### config.mk
export PLATFORM = sky130hd
export DESIGN_NAME = spike_encoder
export DESIGN_NICKNAME = d
export VERILOG_FILES = /design/src/rtl/lif_pkg.sv /design/src/rtl/spike_encoder.sv
export SDC_FILE = /design/constraint.sdc
export NUM_CORES = 1
export LEC_CHECK = 0
export BUFFER_PORTS_ARGS = -buffer_cell sky130_fd_sc_hd__clkbuf_2
export CORE_ASPECT_RATIO = 0.5
export CORE_MARGIN = 2
export CORE_UTILIZATION = 60
export DETAILED_ROUTE_END_ITERATION = 10
export PLACE_DENSITY_LB_ADDON = 0.15
export SYNTH_ARGS = -nofsm -noshare
export SYNTH_HDL_FRONTEND = slang
export SYNTH_SLANG_ARGS = --single-unit
export TNS_END_PERCENT = 1
### constraint.sdc
create_clock -name i_clk -period 7.45 [get_ports i_clk]
set_clock_uncertainty 0.15 [all_clocks]
set_input_delay 0.745 -clock i_clk [delete_from_list [all_inputs] [get_ports i_clk]]
set_output_delay 0.745 -clock i_clk [all_outputs]
set_load 0.005 [all_outputs]
### src/rtl/lif_pkg.sv
// rtl/lif_pkg.sv - shared types and constants for the encoder, LIF neuron and display logic
package lif_pkg;

   localparam int         LIF_WIDTH     = 8;
   localparam logic [7:0] LIF_AMPLITUDE = 8'd200;

   typedef enum logic [1:0] {
      IDLE = 2'd0,
      RUN  = 2'd1,
      DONE = 2'd2
   } lif_state_e;

   typedef enum logic {
      MODE_RATE  = 1'b0,
      MODE_DELTA = 1'b1
   } enc_mode_e;

endpackage

### src/rtl/spike_encoder.sv
// rtl/spike_encoder.sv - rate/delta spike encoder driving the LIF neuron current input
module spike_encoder
   import lif_pkg::*;
#(
   parameter int               WIDTH     = LIF_WIDTH,
   parameter int               WINDOW    = 16,
   parameter logic [WIDTH-1:0] AMPLITUDE = WIDTH'(LIF_AMPLITUDE),
   parameter logic [WIDTH-1:0] DELTA_THR = WIDTH'(16)
) (
   input  logic             i_clk,
   input  logic             i_rst,
   input  logic             i_in_valid,
   output logic             o_in_ready,
   input  logic [WIDTH-1:0] i_in_value,
   input  logic             i_mode,
   input  logic             i_step_en,
   output logic             o_spike,
   output logic             o_spike_neg,
   output logic [WIDTH-1:0] o_current,
   output logic [8:0]       o_spike_count,
   output logic             o_window_done
);

   localparam int             CNT_W = $clog2(WINDOW + 1);
   localparam logic [WIDTH:0] ONE   = (WIDTH + 1)'(1);

   lif_state_e       r_state;
   enc_mode_e        r_md;
   logic [WIDTH-1:0] r_val;
   logic [WIDTH-1:0] r_last_val;
   logic [WIDTH-1:0] r_acc;
   logic [CNT_W-1:0] r_step_cnt;
   logic [8:0]       r_spike_count;
   logic             r_spike;
   logic             r_spike_neg;
   logic [WIDTH-1:0] r_current;
   logic             r_window_done;

   logic             w_accept;
   logic             w_step0;
   logic             w_last_step;
   logic [WIDTH:0]   w_sum;
   logic [WIDTH:0]   w_diff;
   logic [WIDTH:0]   w_abs;
   logic             w_spike;
   logic             w_spike_neg;

   assign o_in_ready  = (r_state != RUN);
   assign w_accept    = i_in_valid && o_in_ready;
   assign w_step0     = (r_step_cnt == '0);
   assign w_last_step = (r_step_cnt == CNT_W'(WINDOW - 1));

   // Phase accumulator: the carry out of acc+val is the rate-coded spike.
   assign w_sum  = {1'b0, r_acc} + {1'b0, r_val};
   // Two's-complement difference; bit WIDTH is the sign.
   assign w_diff = {1'b0, r_val} - {1'b0, r_last_val};
   assign w_abs  = w_diff[WIDTH] ? (~w_diff + ONE) : w_diff;

   assign w_spike     = (r_md == MODE_RATE) ? w_sum[WIDTH]
                                            : (w_step0 && (w_abs >= {1'b0, DELTA_THR}));
   assign w_spike_neg = (r_md == MODE_DELTA) && w_step0 && w_diff[WIDTH];

   always_ff @(posedge i_clk or posedge i_rst) begin
      if (i_rst) begin
         r_state       <= IDLE;
         r_md          <= MODE_RATE;
         r_val         <= '0;
         r_last_val    <= '0;
         r_acc         <= '0;
         r_step_cnt    <= '0;
         r_spike_count <= '0;
         r_spike       <= 1'b0;
         r_spike_neg   <= 1'b0;
         r_current     <= '0;
         r_window_done <= 1'b0;
      end else begin
         r_window_done <= 1'b0;
         if (w_accept) begin
            // Spike outputs stay untouched so a back-to-back window holds the last step.
            r_state       <= RUN;
            r_val         <= i_in_value;
            r_md          <= enc_mode_e'(i_mode);
            r_acc         <= '0;
            r_step_cnt    <= '0;
            r_spike_count <= '0;
         end else begin
            case (r_state)
               RUN: begin
                  if (i_step_en) begin
                     if (r_md == MODE_RATE) begin
                        r_acc <= w_sum[WIDTH-1:0];
                     end else if (w_step0) begin
                        r_last_val <= r_val;
                     end
                     r_spike     <= w_spike;
                     r_spike_neg <= w_spike_neg;
                     r_current   <= w_spike ? AMPLITUDE : '0;
                     if (w_spike && (r_spike_count != 9'd511)) begin
                        r_spike_count <= r_spike_count + 9'd1;
                     end
                     r_step_cnt <= r_step_cnt + CNT_W'(1);
                     if (w_last_step) begin
                        r_state       <= DONE;
                        r_window_done <= 1'b1;
                     end
                  end
               end
               DONE: begin
                  r_state     <= IDLE;
                  r_spike     <= 1'b0;
                  r_spike_neg <= 1'b0;
                  r_current   <= '0;
               end
               default: ;
            endcase
         end
      end
   end

   assign o_spike       = r_spike;
   assign o_spike_neg   = r_spike_neg;
   assign o_current     = r_current;
   assign o_spike_count = r_spike_count;
   assign o_window_done = r_window_done;

endmodule

==> out/metrics.csv, run 1 <==
stage,metric,value,unit
timing,TNS Setup,0,ns
timing,RSZ-0062 raised after global routing,false,
timing,setup ws final,3.987,ns
grt,met2 usage,37.73,%
floorplan,die height,51.94,um
grt,global route hottest layer,met2,
cts,CTS tree,built,
worst_setup_path,Setup crit start kind,flip-flop,
floorplan,row count,17,
timing,Relative slew margins,40.63,%
run_status,status,finished clean,
worst_setup_path,Worst path slowest cell,or4_1,
grt,initial antenna violation count,0,
hold_path,HP Start,r_step_cnt[4],
drt,Detail Route Antenna Nets,0,
final_layout,Nets,368,
power_and_ir_drop,Worst VDD drop,193.5,uV
floorplan,num ports,34,
timing,final worst path period share,46.48,%
drt,DR pass1 iterations,4,
cts,post-CTS setup buffer count,0,
grt,first-pass GRT wire length,9632,um
worst_setup_path,r2r startpoint,r_val[0],
worst_setup_path,WS Path Type,reg -> reg,
cts,root buffer cell,clkbuf_8,
power_and_ir_drop,static leakage,1.456,nW
worst_setup_path,flop2flop setup slack,3.99,ns
logic_synthesis,#FFs+latches synth,44,
logic_synthesis,distinct cell type count after synthesis,55,
cts,total clock sinks,44,
cts,Worst-path clk slew,0.08,ns
grt,met1 usage,33.33,%
floorplan,die area,5188,sq um
hold_path,worst hold path depth,2,
logic_synthesis,Synth Instances,310,
logic_synthesis,post-synthesis sequential area ratio,39.93,%
drt,initial DRC count,83,
timing,Max Freq,288.8,MHz
power_and_ir_drop,clock power share,11.8,%
cts,CTS max path bufs,2,
worst_setup_path,CP cell instances,inv_1 > ha_1 > inv_1 > fa_1 > inv_1 > ha_1 > nand4b_1 > or4_1 > o211ai_2 > mux2i_1 > nand4_1 > a31oi_4 > or4_1 > a21oi_1,
power_and_ir_drop,internal power,747.2,uW
drt,DRT Wirelength,5617,um
placement,Place WS,4.027,ns
final_layout,share of layout cells above drive strength 1,13.90,%
final_layout,area delta synth->final,7.940,%
worst_setup_path,Worst R2R End,o_spike_count[6],
grt,vias in the first global route,2041,
timing,Final Hold Viols,0,
logic_synthesis,average size of a mapped cell,8.896,sq um
worst_setup_path,"slowest stage delay, CP",0.54,ns
logic_synthesis,largest cells by area after synthesis,"dfrtp_1 40%, ha_1 10%, nand2_1 7.2%",
final_layout,fill count,374,
cts,hold_buf cts,0,
grt,grt total ovfl,0,
logic_synthesis,YS warnings,0,
timing,Final setup violation count,0,
worst_setup_path,R2R cell count,14,
placement,DP HPWL,4059,um
power_and_ir_drop,Flop pwr share,29.8,%
power_and_ir_drop,Sw Share,45.49,%
timing,Slew @ Worst Pin,0.8905,ns
cts,CTS resizes,0,
logic_synthesis,top-area cell type share of the netlist area,39.93,%
drt,# DRC,0,
timing,Final min period,3.463,ns
floorplan,starting density of the core,62.63,%
placement,PortBufs,28,
floorplan,die span in x,99.88,um
grt,pin count of the biggest net entering global routing,45,
worst_setup_path,Critical path origin,r_val[0],
drt,DR vias,2210,
logic_synthesis,leading area contributor after synthesis,dfrtp_1,
worst_setup_path,most used cell along the critical path,inv_1,
power_and_ir_drop,combinational share of power,58.4,%
floorplan,core area,4403,sq um
final_layout,ANT cells,0,
worst_setup_path,Arrival @ worst endpoint,3.53,ns
placement,Placer Congestion,0.8573,
worst_setup_path,WP data required,7.51,ns
power_and_ir_drop,sw power,623.5,uW
timing,fin. max-slew vios,0,
power_and_ir_drop,PD cells,460.5,nW/um^2
cts,Worst-Skew Late Latency,0.29,ns
hold_path,Hold Crit Class,reg -> reg,
logic_synthesis,number of enable flip-flop cells after synthesis,0,
logic_synthesis,Post-Syn Area,2758,sq um
flow_run,max cap viols,0,
worst_setup_path,CP max FO,15,
drt,WL/cell,14.48,um
grt,GR Util met3,5.914,%
worst_setup_path,type of element capturing the critical path,flip-flop,
cts,H-tree depth,2,
drt,DR vias/cell,5.696,
grt,total track usage,23.92,%
logic_synthesis,Post-synth ARST share,100.0,%
hold_path,Hold Path End,r_step_cnt[4],
logic_synthesis,commonest register cell after synthesis,dfrtp_1,
cts,TritonCTS Buffers,5,
## area by class of cell
class	instances	area, sq um	share of cell area [%]
tap	57	71.32	2.396
timing repair buffer	29	147.6	4.960
inverter	25	93.84	3.153
clock buffer	7	96.34	3.237
multi-input combinational	226	1466	49.26
sequential	44	1101	36.99
## power groups by stage
stage                     sequential (mW)  combinational (mW)  clock (mW)
after global routing                0.422               0.916       0.175
after floorplan                     0.392               0.652           0
final                               0.409               0.801       0.161
after CTS                           0.409               0.796       0.166
after detailed placement            0.412               0.787           0
after global placement              0.408               0.755           0
## registers in the layout, indices dropped and copies added (netlist names)
signal         cells
o_current          1
r_state            2
o_window_done      1
o_spike_neg        1
r_md               1
r_last_val         8
o_spike_count      9
r_val              8
r_step_cnt         5
r_acc              8
## routing by layer
layer  up-vias  part of all wire, %
met3         5                  5.0
met2        46                   45
met5         -                    0
met1      1057                   49
li1       1102                    -
met4         0                 0.71
## synthesized netlist by cell type, drive strengths merged, types with 2 or more instances
| cell | n |
|---|---|
| nand4 | 4 |
| or3 | 3 |
| and3 | 4 |
| a21o | 3 |
| o21ai | 25 |
| mux2i | 3 |
| o31ai | 9 |
| inv | 25 |
| nand2 | 53 |
| o2111ai | 2 |
| o41ai | 3 |
| o211ai | 4 |
| or2 | 2 |
| fa | 2 |
| dfrtp | 44 |
| xnor2 | 5 |
| and2 | 3 |
| o21a | 3 |
| or4 | 4 |
| a21oi | 9 |
| xor2 | 2 |
| nor3 | 5 |
| nand3 | 7 |
| buf | 11 |
| clkbuf | 8 |
| ha | 22 |
| a31oi | 2 |
| a211oi | 2 |
| nor2 | 21 |
| nor2b | 4 |
## cell usage in the layout (no fill, tap or decap), types with 4 or more instances in the layout
cell       n
nand2_1   53
dfrtp_1   44
clkbuf_2  28
inv_1     24
o21ai_0   23
ha_1      22
nor2_1    21
o31ai_1    9
a21oi_1    8
nand3_1    7
clkbuf_8   7
nor3_1     5
xnor2_1    5
conb_1     5
nor2b_1    4
nand4_1    4
and3_1     4
## worst max path at each step
stage,endpoint,slack (ns),cells after the start
2_1_floorplan,o_spike_count[5],4.36,14
3_3_place_gp,o_spike_count[5],4.13,14
3_5_place_dp,o_spike_count[5],4.03,14
4_1_cts,o_spike_count[5],3.99,14
5_1_grt,o_spike_count[3],3.76,14
6_report,o_spike_count[6],3.99,14
## metrics by stage
step	hold slack [ns]	total power [mW]	instances	instance area [sq um]	util, %
3_3_place_gp	0.3104	1.163	381	2880	65.42
6_report	0.3332	1.371	388	2977	67.60
3_5_place_dp	0.3210	1.199	381	2880	65.42
2_1_floorplan	0.2973	1.044	314	2773	-
4_1_cts	0.3397	1.371	388	2977	67.60
5_1_grt	0.3678	1.513	388	2977	67.60
## critical path: cells and delay by family (launching register included)
kind | cells | cell delay, ns
AND/OR/NAND/NOR | 4 | 1.25
adder cells (fa/ha/maj) | 3 | 0.80
AO/OA/AOI/OAI | 3 | 0.46
flip-flops | 1 | 0.41
buffers and inverters | 3 | 0.23
multiplexers | 1 | 0.09
## kinds of logic after synthesis
family	Yosys count	share of synthesized area, %
simple gates	117	20.05
compound gates	69	17.29
flops	44	39.93
buf+inv	44	7.441
fa+ha+maj	24	11.43
xor+xnor	7	2.223
mux	4	1.497
other cells	1	0.1360
No activity file was read; power rests on OpenSTA's default activity.
==> run 2: changes to the inputs <==
Settings changed: CORE_UTILIZATION 60 to 52.
Clock period 7.45 ns to 2.8 ns, I/O delays scaled along.
==> run 2 against run 1 <==
Compared with the run above:
- the run now ends with setup timing left
- fmax grew 0.55%
- global-route usage is 2.6 points lower
- sequential cell count is the same
- cell count grew 13%
- sequential power rose to 2.6 times the previous value
==> out/metrics.csv, run 2 (synthesis gave the netlist of run 1 again) <==
stage,metric,value,unit,change
run_status,status,finished with violations,,was finished clean
run_status,violated checks,setup timing,,
worst_setup_path,crit path buf inv count,4,,was 3
power_and_ir_drop,static leakage,1.642,nW,was 1.456 nW
grt,first-pass GRT wire length,10050,um,was 9632 um
floorplan,die area,5937,sq um,was 5188 sq um
floorplan,core area,5022,sq um,was 4403 sq um
timing,RSZ-0062 raised after global routing,true,,was false
cts,total clock sinks,44,,unchanged
grt,total track usage,21.30,%,was 23.92%
cts,TritonCTS Buffers,5,,unchanged
power_and_ir_drop,total power draw,4.234,mW,was 1.371 mW
final_layout,post-route insts no fill,440,,was 388
worst_setup_path,Setup crit start kind,flip-flop,,unchanged
drt,# DRC,0,,unchanged
worst_setup_path,WP data required,2.88,ns,was 7.51 ns
drt,DR pass1 iterations,5,,was 4
grt,initial antenna violation count,0,,unchanged
cts,Worst-Skew Late Latency,0.30,ns,was 0.29 ns
placement,Placer Congestion,0.8512,,was 0.8573
final_layout,Nets,406,,was 368
worst_setup_path,flop2flop setup slack,-0.64,ns,was 3.99 ns
floorplan,starting density of the core,54.91,%,was 62.63%
timing,Final min period,3.444,ns,was 3.463 ns
floorplan,num ports,34,,unchanged
floorplan,row count,18,,was 17
power_and_ir_drop,PD cells,1279,nW/um^2,was 460.5 nW/um^2
final_layout,Largest register FFs,9,,unchanged
grt,GR Util met3,3.896,%,was 5.914%
cts,CTS max path bufs,2,,unchanged
floorplan,die height,55.50,um,was 51.94 um
cts,CTS tree,built,,unchanged
cts,root buffer cell,clkbuf_8,,unchanged
worst_setup_path,Top Family by Delay on Critical Path,simple AND/OR/NAND/NOR gates,,unchanged
hold_path,Hold Crit Class,in -> reg,,was reg -> reg
final_layout,"commonest non-fill, non-tap cells in the layout","53 x nand2_1, 44 x dfrtp_1, 36 x buf_4",,"was 53 x nand2_1, 44 x dfrtp_1, 28 x clkbuf_2"
final_layout,area delta synth->final,20.05,%,was 7.940%
timing,Final setup violation count,10,,was 0
floorplan,die span in x,107.0,um,was 99.88 um
grt,global route hottest layer,met2,,unchanged
worst_setup_path,CP cell instances,inv_2 > ha_4 > inv_2 > fa_1 > inv_1 > ha_2 > nand4b_1 > or4_4 > o211ai_2 > mux2i_1 > nand4_1 > a31oi_4 > buf_12 > or4_4 > a21oi_2,,was inv_1 > ha_1 > inv_1 > fa_1 > inv_1 > ha_1 > nand4b_1 > or4_1 > o211ai_2 > mux2i_1 > nand4_1 > a31oi_4 > or4_1 > a21oi_1
timing,setup ws final,-0.6437,ns,was 3.987 ns
worst_setup_path,type of element capturing the critical path,flip-flop,,unchanged
timing,Max Freq,290.4,MHz,was 288.8 MHz
flow_run,max cap viols,0,,unchanged
cts,H-tree depth,2,,unchanged
final_layout,share of layout cells above drive strength 1,24.05,%,was 13.90%
final_layout,ANT cells,0,,unchanged
worst_setup_path,"slowest stage delay, CP",0.50,ns,was 0.54 ns
power_and_ir_drop,Worst VDD drop,597.6,uV,was 193.5 uV
grt,grt total ovfl,0,,unchanged
drt,Detail Route Antenna Nets,0,,unchanged
worst_setup_path,CP max FO,8,,was 15
placement,Post-DP Area,3144,sq um,was 2880 sq um
placement,DP HPWL,4560,um,was 4059 um
final_layout,fill count,420,,was 374
drt,DRT Wirelength,6118,um,was 5617 um
timing,final worst path period share,123.0,%,was 46.48%
final_layout,Multi-input gate area,1493,sq um,was 1466 sq um
drt,initial DRC count,127,,was 83
worst_setup_path,Worst path slowest cell,or4_4,,was or4_1
final_layout,Post-Layout Inst Area,3311,sq um,was 2977 sq um
grt,vias in the first global route,2199,,was 2041
drt,WL/cell,13.90,um,was 14.48 um
cts,Worst-path clk slew,0.08,ns,about the same
final_layout,Register Area,1101,sq um,unchanged
grt,met1 usage,30.65,%,was 33.33%
worst_setup_path,WS Path Type,reg -> reg,,unchanged
timing,Hold Slack,0.01778,ns,was 0.3332 ns
drt,DR vias/cell,5.370,,was 5.696
timing,fin. max-slew vios,0,,unchanged
placement,Inst Count DP,427,,was 381
drt,DR vias,2363,,was 2210
placement,PortBufs,28,,unchanged
grt,pin count of the biggest net entering global routing,28,,was 45
worst_setup_path,Arrival @ worst endpoint,3.52,ns,was 3.53 ns
timing,Relative slew margins,57.51,%,was 40.63%
final_layout,"most common cell after layout, fill and taps aside",nand2_1,,unchanged
timing,Final Hold Viols,0,,unchanged
timing,Slew @ Worst Pin,0.6335,ns,was 0.8905 ns
grt,met2 usage,34.03,%,was 37.73%
final_layout,Post-Route Utilization,65.92,%,was 67.60%
## run 2: routing by layer
layer / wire, um / up-vias
li1: - / 1183
met1: 2931 / 1129
met2: 2868 / 44
met3: 276 / 7
met5: 0 / -
met4: 42 / 0
## run 2: through the flow
| step | worst slack [ns] | TNS (ns) |
|---|---|---|
| after floorplan | -0.2680 | -2.136 |
| after detailed placement | -0.5745 | -5.184 |
| after global placement | -0.4829 | -4.425 |
| after CTS | -0.5963 | -5.220 |
| after global routing | -0.7794 | -7.091 |
| final | -0.6437 | -5.694 |
## run 2: final timing paths
| check | cells past startpoint | start | to |
|---|---|---|---|
| min in group asynchronous | 3 | i_rst | r_step_cnt[4] |
| worst min register to register | 2 | r_acc[4] | r_acc[4] |
| worst min-delay path | 3 | i_in_value[2] | r_val[2] |
| max in group asynchronous | 4 | i_rst | r_last_val[7] |
| worst max-delay path | 15 | r_val[0] | o_spike_count[5] |
| worst max register to register | 15 | r_val[0] | o_spike_count[5] |
## run 2: layout make-up
cell class	instances	share of cell area, %
clock buffer	8	2.721
inverter	25	2.834
multi-input combinational	226	45.09
sequential	44	33.26
tap	70	2.645
timing repair buffer	67	13.45
## run 2: what timing repair did
action,4_1_cts,5_1_grt
setup endpoints to repair,10,10
gates cloned,0,0
pin swaps,1,6
hold buffers,1,0
resized for setup,0,9
hold endpoints to repair,17,0
buffers inserted,3,1
## run 2: worst register-to-register path: cells and delay by family (launching register included)
kind / cells / cell delay [ns]
simple gates: 4 / 1.26
compound gates: 3 / 0.37
fa+ha+maj: 3 / 0.77
mux: 1 / 0.09
flops: 1 / 0.40
buf+inv: 4 / 0.36
## run 2: where the power goes
group	total (mW)	leakage, nW	internal, mW	switching [mW]
registers	1.06	0.563	0.881	0.175
logic	2.76	1.03	1.35	1.42
clock network	0.414	0.0455	0.202	0.212
total	4.23	1.64	2.43	1.80
==> run 3: changes to the inputs <==
Settings changed: CORE_ASPECT_RATIO 0.5 to default, SETUP_SLACK_MARGIN from default to 0.02.
==> run 3 against run 2 <==
Compared with the run above:
- the flow still finishes with violations (setup timing)
- first-iteration DRC count fell by 47%
- via count barely moved
- worst setup slack improved by 0.14 ns
- largest cell class unchanged
==> out/metrics.csv, run 3 (synthesis gave the netlist of run 1 again) <==
stage,metric,value,unit,change
run_status,status,finished with violations,,unchanged
run_status,violated checks,setup timing,,unchanged
final_layout,"commonest non-fill, non-tap cells in the layout","53 x nand2_1, 44 x dfrtp_1, 34 x buf_4",,"was 53 x nand2_1, 44 x dfrtp_1, 36 x buf_4"
floorplan,row count,26,,was 18
grt,grt total ovfl,0,,unchanged
worst_setup_path,crit path buf inv count,5,,was 4
final_layout,share of layout cells above drive strength 1,22.89,%,was 24.05%
hold_path,worst hold path depth,3,,unchanged
final_layout,Largest register FFs,9,,unchanged
placement,PortBufs,28,,unchanged
drt,WL/cell,13.47,um,was 13.90 um
drt,Detail Route Antenna Nets,0,,unchanged
worst_setup_path,Critical path origin,r_val[0],,unchanged
hold_path,Hold Crit Class,in -> reg,,unchanged
cts,H-tree depth,2,,unchanged
hold_path,HP Start,i_mode,,was i_in_value[2]
worst_setup_path,Worst path slowest cell,fa_1,,was or4_4
worst_setup_path,CP cell instances,inv_2 > ha_1 > inv_1 > fa_1 > inv_1 > ha_1 > nand4b_1 > or4_4 > o211ai_2 > mux2i_1 > nand4_1 > buf_4 > a31oi_4 > buf_6 > o211ai_1 > o31ai_1,,was inv_2 > ha_4 > inv_2 > fa_1 > inv_1 > ha_2 > nand4b_1 > or4_4 > o211ai_2 > mux2i_1 > nand4_1 > a31oi_4 > buf_12 > or4_4 > a21oi_2
drt,DR pass1 iterations,4,,was 5
timing,Relative slew margins,24.55,%,was 57.51%
drt,DR vias/cell,5.405,,was 5.370
worst_setup_path,Arrival @ worst endpoint,3.35,ns,was 3.52 ns
cts,Worst-Skew Late Latency,0.29,ns,was 0.30 ns
worst_setup_path,R2R cell count,16,,was 15
timing,Slew @ Worst Pin,1.125,ns,was 0.6335 ns
final_layout,area delta synth->final,18.78,%,was 20.05%
worst_setup_path,r2r startpoint,r_val[0],,unchanged
cts,root buffer cell,clkbuf_8,,unchanged
power_and_ir_drop,Sw Share,42.75,%,was 42.63%
cts,total clock sinks,44,,unchanged
worst_setup_path,Setup crit start kind,flip-flop,,unchanged
timing,fin. max-slew vios,0,,unchanged
timing,RSZ-0062 raised after global routing,true,,unchanged
power_and_ir_drop,PD cells,1256,nW/um^2,was 1279 nW/um^2
worst_setup_path,"slowest stage delay, CP",0.45,ns,was 0.50 ns
final_layout,post-route insts no fill,437,,was 440
final_layout,"most common cell after layout, fill and taps aside",nand2_1,,unchanged
worst_setup_path,WS Path Type,reg -> reg,,unchanged
power_and_ir_drop,sw power,1.759,mW,was 1.805 mW
cts,CTS tree,built,,unchanged
power_and_ir_drop,clock power share,9.0,%,was 9.8%
final_layout,ANT cells,0,,unchanged
power_and_ir_drop,Flop pwr share,25.7,%,was 24.9%
flow_run,max cap viols,0,,unchanged
timing,final worst path period share,117.8,%,was 123.0%
floorplan,starting density of the core,53.99,%,was 54.91%
floorplan,num ports,34,,unchanged
worst_setup_path,type of element capturing the critical path,flip-flop,,unchanged
worst_setup_path,WP depth,16,,was 15
drt,DR vias,2362,,was 2363
placement,Inst Count DP,423,,was 427
grt,vias in the first global route,2296,,was 2199
timing,Final min period,3.300,ns,was 3.444 ns
timing,Final setup violation count,10,,unchanged
drt,DRT Wirelength,5886,um,was 6118 um
grt,total track usage,21.55,%,was 21.30%
worst_setup_path,Top Family by Delay on Critical Path,adder cells,,was simple AND/OR/NAND/NOR gates
placement,DP HPWL,4389,um,was 4560 um
worst_setup_path,WP data required,2.85,ns,was 2.88 ns
placement,Placer Congestion,0.8144,,was 0.8512
drt,# DRC,0,,unchanged
grt,first-pass GRT wire length,10220,um,was 10050 um
cts,TritonCTS Buffers,5,,unchanged
floorplan,die area,5901,sq um,was 5937 sq um
cts,CTS max path bufs,2,,unchanged
grt,pin count of the biggest net entering global routing,32,,was 28
floorplan,die height,76.82,um,was 55.50 um
cts,Worst-path clk slew,0.08,ns,about the same
drt,initial DRC count,67,,was 127
power_and_ir_drop,internal power,2.355,mW,was 2.429 mW
grt,initial antenna violation count,0,,unchanged
final_layout,Post-Route Utilization,64.14,%,was 65.92%
timing,Max Freq,303.1,MHz,was 290.4 MHz
power_and_ir_drop,combinational share of power,65.3,%,about the same
floorplan,die span in x,76.82,um,was 107.0 um
power_and_ir_drop,static leakage,1.625,nW,was 1.642 nW
timing,Final Hold Viols,0,,unchanged
worst_setup_path,CP max FO,8,,unchanged
timing,setup ws final,-0.4996,ns,was -0.6437 ns
floorplan,core area,5107,sq um,was 5022 sq um
final_layout,Nets,404,,was 406
power_and_ir_drop,Worst VDD drop,504.0,uV,was 597.6 uV
-- run 3: worst min-delay path: stages --
cell and delay (ns):
clkbuf_2 0.08, nand2_1 0.04, nand2_1 0.04
-- run 3: final cells by class --
class	instances	area (sq um)
flip-flops and latches	44	1101
repair buffers	64	416.7
clock buffers	6	72.57
inverters	25	93.84
multi-input cells	227	1499
fillers	452	1832
clock inverters	1	5.005
well taps	70	87.58
-- run 3: power groups by stage --
| stage | Clock [mW] | Sequential [mW] | Combinational [mW] |
|---|---|---|---|
| 2_1_floorplan | 0 | 1.04 | 1.74 |
| 3_3_place_gp | 0 | 1.06 | 2.45 |
| 3_5_place_dp | 0 | 1.07 | 2.51 |
| 4_1_cts | 0.377 | 1.06 | 2.66 |
| 5_1_grt | 0.406 | 1.09 | 3.04 |
| 6_report | 0.370 | 1.06 | 2.69 |
-- run 3: per-stage QoR --
stage / instance area, sq um / hold WS, ns / power [mW] / worst slack, ns / setup TNS, ns
detailed placement: 3114 / 0.3069 / 3.573 / -0.5424 / -4.628
floorplan: 2773 / 0.2354 / 2.777 / -0.2680 / -2.136
global placement: 3114 / 0.3090 / 3.503 / -0.4142 / -3.584
global route: 3276 / 0.02742 / 4.535 / -0.6912 / -6.184
finish: 3276 / 0.02284 / 4.114 / -0.4996 / -4.122
CTS: 3268 / 0.02134 / 4.092 / -0.5166 / -4.838
-- run 3: final timing paths --
check | slack [ns] | end
worst max-delay path | -0.50 | o_spike_count[0]
worst min-delay path | 0.02 | r_md
worst max register to register | -0.50 | o_spike_count[0]
worst min register to register | 0.33 | r_acc[2]
max in group asynchronous | 1.30 | r_acc[7]
min in group asynchronous | 0.51 | r_step_cnt[3]
-- run 3: repair_timing --
action	CTS	global route
endpoints found under the hold margin	30	0
setup buffers	4	1
setup endpoints to repair	10	10
hold buffers	1	0
pin swaps	8	5
gates resized for setup	6	1
gates cloned	1	0
-- run 3: per-layer routing --
metal	vias to the layer above	wire [um]	global-route usage, %
li1	1187	-	-
met1	1121	2739	27.33
met2	45	2840	37.11
met3	9	204	3.647
met4	0	100	7.455
met5	-	0	0
